<file path="src/rtl/pq_dev.sv">
// pq_dev: sorted-register priority queue, min key on kvo, FIFO among equal keys
module pq_dev #(
  parameter int DEPTH = 8,
  parameter int KEY_W = 8,
  parameter int VAL_W = 8
) (
  input  logic                   clk,
  input  logic                   rst,
  input  logic [KEY_W+VAL_W-1:0] kvi,
  input  logic                   enq,
  input  logic                   deq,
  output logic                   full,
  output logic                   busy,
  output logic                   empty,
  output logic [KEY_W+VAL_W-1:0] kvo
);
  localparam int W  = KEY_W + VAL_W;
  localparam int CW = $clog2(DEPTH + 1);
  typedef enum logic {IDLE, UPDATE} state_t;
  state_t         r_state, w_next;
  logic           r_enq, r_deq;
  logic [W-1:0]   r_kv;
  logic [W-1:0]   r_mem  [DEPTH];
  logic [W-1:0]   w_base [DEPTH];
  logic [W-1:0]   w_new  [DEPTH];
  logic [DEPTH-1:0] w_le;
  logic [CW-1:0]  r_cnt, w_n;
  logic           w_acc_enq, w_acc_deq, w_acc;
  assign busy      = (r_state == UPDATE);
  assign kvo       = r_mem[0];
  assign empty     = (r_cnt == '0);
  assign full      = (r_cnt == CW'(DEPTH));
  // enq with deq on a non-empty queue is a replace, so fullness does not block it
  assign w_acc_enq = enq & (deq | ~full);
  assign w_acc_deq = deq & ~empty;
  assign w_acc     = (r_state == IDLE) & (w_acc_enq | w_acc_deq);
  assign w_n       = r_cnt - CW'(r_deq);
  always_comb begin
    w_next = r_state;
    if (r_state == UPDATE) w_next = IDLE;
    else if (w_acc) w_next = UPDATE;
  end
  // shift out the head first, then insert after every entry with key <= new key
  always_comb begin
    for (int i = 0; i < DEPTH - 1; i++) w_base[i] = r_deq ? r_mem[i+1] : r_mem[i];
    w_base[DEPTH-1] = r_deq ? '0 : r_mem[DEPTH-1];
    for (int i = 0; i < DEPTH; i++)
      w_le[i] = (CW'(i) < w_n) && (w_base[i][W-1:VAL_W] <= r_kv[W-1:VAL_W]);
    w_new[0] = !r_enq ? w_base[0] : w_le[0] ? w_base[0] : r_kv;
    for (int i = 1; i < DEPTH; i++)
      w_new[i] = !r_enq ? w_base[i] : w_le[i] ? w_base[i] : w_le[i-1] ? r_kv : w_base[i-1];
  end
  always_ff @(posedge clk or posedge rst) begin
    if (rst) begin
      r_state <= IDLE;
      r_enq   <= 1'b0;
      r_deq   <= 1'b0;
      r_kv    <= '0;
      r_cnt   <= '0;
      for (int i = 0; i < DEPTH; i++) r_mem[i] <= '0;
    end else begin
      r_state <= w_next;
      if (w_acc) begin
        r_enq <= w_acc_enq;
        r_deq <= w_acc_deq;
        r_kv  <= kvi;
      end
      if (r_state == UPDATE) begin
        for (int i = 0; i < DEPTH; i++) r_mem[i] <= w_new[i];
        r_cnt <= w_n + CW'(r_enq);
      end
    end
  end
endmodule

</file>
<file path="config.mk">
export PLATFORM = sky130hd
export DESIGN_NAME = pq_dev
export DESIGN_NICKNAME = d
export VERILOG_FILES = /design/src/rtl/pq_dev.sv
export SDC_FILE = /design/constraint.sdc
export NUM_CORES = 1
export LEC_CHECK = 0
export BUFFER_PORTS_ARGS = -buffer_cell sky130_fd_sc_hd__buf_4
export CAP_MARGIN = 40
export CORE_MARGIN = 2
export CORE_UTILIZATION = 57
export CTS_BUF_LIST = sky130_fd_sc_hd__clkbuf_16
export CTS_CLUSTER_SIZE = 16
export DETAILED_ROUTE_END_ITERATION = 10
export GPL_TIMING_DRIVEN = 0
export PLACE_DENSITY = 0.75
export SLEW_MARGIN = 20
export SYNTH_ARGS = -nofsm -noshare
export SYNTH_HDL_FRONTEND = slang
export SYNTH_SLANG_ARGS = --single-unit
</file>
<file path="constraint.sdc">
create_clock -name clk -period 4.9 [get_ports clk]
set_input_delay 0.98 -clock clk [delete_from_list [all_inputs] [get_ports clk]]
set_output_delay 0.98 -clock clk [all_outputs]
set_load 0.005 [all_outputs]
</file>
Word-level counts from Yosys, hierarchy flattened
Cells that the tools add are included.
- equality and inequality tests: 1
- shift-type cells: 0
- div/mod/pow operators: 0
- $mul: 0
- mux-type cells: 33
- add/sub/neg operators: 2
- bitwise operators: 8
- magnitude comparators: 16
- reductions and logical operators: 9
- operators with widths (cell ; count):
    16-bit 2-to-1 mux ; 31
    8-bit less-or-equal comparator ; 8
    3-bit by 4-bit < comparator with 1-bit output, first input constant ; 4
    1-bit logical AND ; 8
    1-bit by 4-bit < comparator with 1-bit output, first input constant ; 2
    2-bit by 4-bit < comparator with 1-bit output, first input constant ; 2
    4-bit by 1-bit adder with 4-bit output ; 1
    4-bit == test, second input constant ; 1
    4-bit zero test ; 1
    4-bit by 1-bit subtractor with 4-bit output ; 1
    1-bit AND ; 3
    1-bit NOT ; 3
    1-bit 2-to-1 mux ; 2
    1-bit bitwise OR ; 2
- latch bits: 0
- logic and storage cells: 82
- bits in writable memories: 0
- memory bits (read-only): 0
- register bits: 151
- output and inout bits: 19
- memories: 0
- input bits: 20

Depth between registers and ports, before layout
- depth in word-level cells: 8
- mapped depth: 15
- mapped depth without buffers: 10

Worst setup path after synthesis
OpenSTA, ideal clock, no wires.
- kind: register to register
- start: register r_deq
- end: register r_mem[34] (netlist bit)
- required time: 4.774 ns
- setup time: 0.126 ns
- buffers on the path: 4
- slack: 1.274 ns
- arrival: 3.500 ns
- period minus slack after synthesis: 3.626 ns
- cell stages (with the launch flop): 14
- path through: dfrtp_1 clkbuf_1 clkbuf_1 buf_1 mux2_2 ha_1 nor2b_1 o211ai_1 a211oi_1 nor4_4 buf_6 mux2i_1 nor2_1 a221o_1
- cells in the longest elaborated chain, start to end: 6
- elaborated cells on any way between the ends: 12
- classes of those cells: add/sub: 1; order compare: 4; mux: 5; reduce/logical: 2
- ends and longest elaborated chain (what ; line ; RTL):
    start: declaration ; 21 ; logic r_enq, r_deq;
    start signal: assignment ; 65 ; r_deq <= w_acc_deq;
    4-bit by 1-bit subtractor with 4-bit output or 16-bit 2-to-1 mux (tied branches) ; 37, 45 ;
    3-bit by 4-bit < comparator with 1-bit output or 8-bit less-or-equal comparator (tied branches) ; 48 ; w_le[i] = (CW'(i) < w_n) && (w_base[i][W-1:VAL_W] <= r_kv[W-1:VAL_W]);
    1-bit logical AND ; 48 ;
    16-bit 2-to-1 mux (2 in a row) ; 51 ; w_new[i] = !r_enq ? w_base[i] : w_le[i] ? w_base[i] : w_le[i-1] ? r_kv : w_base[i-1];
    16-bit 2-to-1 mux * ; 51 ;
    end: declaration ; 23 ; logic [W-1:0] r_mem [DEPTH];
Mark *: on every way between the ends. The rest lies on a longest branch, timed or not.
A chain may end at the register's enable or synchronous reset.

Worst setup path after layout
- start: register r_deq
- end: register r_mem[35] (netlist bit)
The elaborated chain is that of the path after synthesis.

==> reports/results.txt <==
CTS H-tree depth: 4
CP Capture Type: flop
Seq/Total Area, Yosys: 34.5%
full die area: 0.0203 mm²
Synth Cell Area: 0.0109 mm²
total number of vias: 9380
syn nets: 1233
final setup vio count: 0
Final Hold Viols: 0
Syn-to-layout area delta: 12.5%
nets: 1297
Worst EP required: 5220 ps
Placer Congestion: 0.923
Hold Buf Count CTS: 0
dpl cells: 1423
RSZ-0062 raised after global routing: false
#FFs+latches synth: 151
post-synth top area share: 34.5%
TritonCTS clock tree: yes
number of synthesized flops with an enable pin: 0
height of the die: 143 µm
Clock Path Buffers: 2
largest net degree at the start of global routing: 33
first-pass GRT wire length: 49700 µm
Final Skew: 11.7 ps
period utilization: 96.7%
final-layout fill cell count: 1531
drt total wl: 31300 µm
crit path cell chain: clkbuf_1, clkbuf_1, buf_1, mux2_2, ha_1, nand4_1, nor2_1, a21oi_1, nor4_4, buf_6, mux2i_1, nor2_1, a221o_1
Multi-input gate area: 0.00657 mm²
die width: 143 µm
Crit Path Class: flop to flop
core area: 0.0188 mm²
I/O pin cnt: 39
Cell Rows: 50
Rel. slew slack: 43.2%
initial antenna violation count: 0
synth top area cells: dfrtp_1 35%, mux2_2 9.8%, mux2i_1 9.0%, ha_1 7.8%, o21ai_0 3.8%
setup_tns: 0 ps
DRT iter0 DRCs: 891
cell taking the most area after synthesis: dfrtp_1
synthesized area per cell: 9.56 µm²
CTS Buf Count: 17
Synth Instances: 1145
Final Slew Violations: 0
final std cells w/o fill: 1455
IO buf count: 38
Post-synth top cells: 151 x dfrtp_1, 98 x mux2i_1, 95 x mux2_2
CP Launch Type: flop
Ant. Diodes: 0
Avg WL per Cell: 21.5 µm
clock latency on the worst-skew pair: 440 ps
HP Class: input port to asynchronous set/reset pin
vias per cell: 6.45
max cap viols: 0
most numerous cell in the Yosys netlist: dfrtp_1
Critical Path Fanout Max: 10
status: complete, no violations
Tot GR Track Use: 31.5%
Max Clk Rate: 211 MHz
Worst-Margin Slew: 844 ps
Reg area: 0.00378 mm²
Overflow after GRT: 0
drt first pass iters: 6
min cycle time layout: 4740 ps
vias in the first global route: 8978
clk sink count: 151
Final HPWL DP: 23300 µm
Yosys cell types: 63
Main synth FF type: dfrtp_1
Clock transition at path regs: 60 ps
crit path DAT: 5060 ps
critical path's slowest cell: nor4_4
max incr delay on CP: 710 ps
Root Buffer: clkbuf_16
worst hold slack: 491 ps
Ys Warns: 0
Initial Util: 58.3%
Post-synth ARST share: 100%
layout cells sized above 1: 19.2%
Resize count post-CTS: 0
# DRC: 0
Routed Antenna Nets: 0
-- critical path, delay by kind of cell, from the launching register on --
kind                       cells  cell delay [ps]
and+or+nand+nor                4             1140
buffers and inverters          4             1790
DFF                            1              350
AOI/OAI and AO/OA              2              370
adders and majority gates      1              290
muxes                          2              690
-- final cells by class --
class / instances / share of cell area [%]
Sequential cell: 151 / 30.7
Buffer: 97 / 3.85
Tap cell: 234 / 2.38
Clock inverter: 14 / 1.81
Inverter: 32 / 1.01
Clock buffer: 17 / 3.46
Multi-Input combinational cell: 864 / 53.4
Timing Repair Buffer: 46 / 3.43
-- state kept, by name, indices dropped and copies added (netlist names) --
name / cells
r_enq: 1
busy: 1
r_kv: 16
r_deq: 1
r_cnt: 4
kvo: 16
r_mem: 112
-- what timing repair did --
action                                 in CTS  in global routing
endpoints found under the hold margin       0                  0
buffers inserted                            0                  0
setup endpoints to repair                   0                 20
-- layer usage --
layer	routed length, µm	global-route usage [%]
met4	694	10.6
met3	2330	5.89
met1	13600	42.0
met2	14700	51.7
met5	0	0
-- kinds of logic after synthesis --
| logic type | after synthesis | synth area share (%) |
|---|---|---|
| AO/OA/AOI/OAI | 349 | 21.9 |
| AND/OR/NAND/NOR | 248 | 11.0 |
| multiplexers | 193 | 18.7 |
| flip-flops | 151 | 34.5 |
| buffers and inverters | 130 | 5.47 |
| adder cells (fa/ha/maj) | 68 | 7.78 |
| XOR/XNOR | 6 | 0.549 |
-- layout by cell type (no fill, tap or decap), types with 26 or more instances in the layout --
cell      Yosys  layout
clkbuf_1     53      53
mux2i_1      98      98
mux2_2       95      95
nor2_1       54      54
inv_1        31      31
and3_1       26      26
ha_1         68      68
dfrtp_1     151     151
o21ai_0      84      84
buf_4        19      58
nand2_1      92      92
a21oi_1      75      75
-- final timing paths --
path | startpoint | endpoint | slack, ps | cells after the start
worst max-delay path | r_deq$_DFFE_PP0P_ | r_mem[35]$_DFFE_PP0P_ | 160 | 13
worst min-delay path | rst | r_mem[95]$_DFFE_PP0P_ | 490 | 2
worst max register to register | r_deq$_DFFE_PP0P_ | r_mem[35]$_DFFE_PP0P_ | 160 | 13
worst min register to register | r_mem[0]$_DFFE_PP0P_ | r_mem[0]$_DFFE_PP0P_ | 510 | 1
max in group asynchronous | rst | r_cnt[1]$_DFFE_PP0P_ | 3730 | 4
min in group clk | r_mem[0]$_DFFE_PP0P_ | r_mem[0]$_DFFE_PP0P_ | 510 | 1
-- stage by stage --
stage          util [%]  worst slack [ps]  area (µm²)
4_1_cts            65.5               131       12300
5_1_grt            65.6              41.2       12300
6_report           65.6               163       12300
3_5_place_dp       62.1               174       11600
3_3_place_gp       61.4               220       11500
2_1_floorplan         -              1270       10900
Power is left out: the tool's default activity adds up to more than one toggle a clock period on the data nets, which glitch-free logic cannot reach.
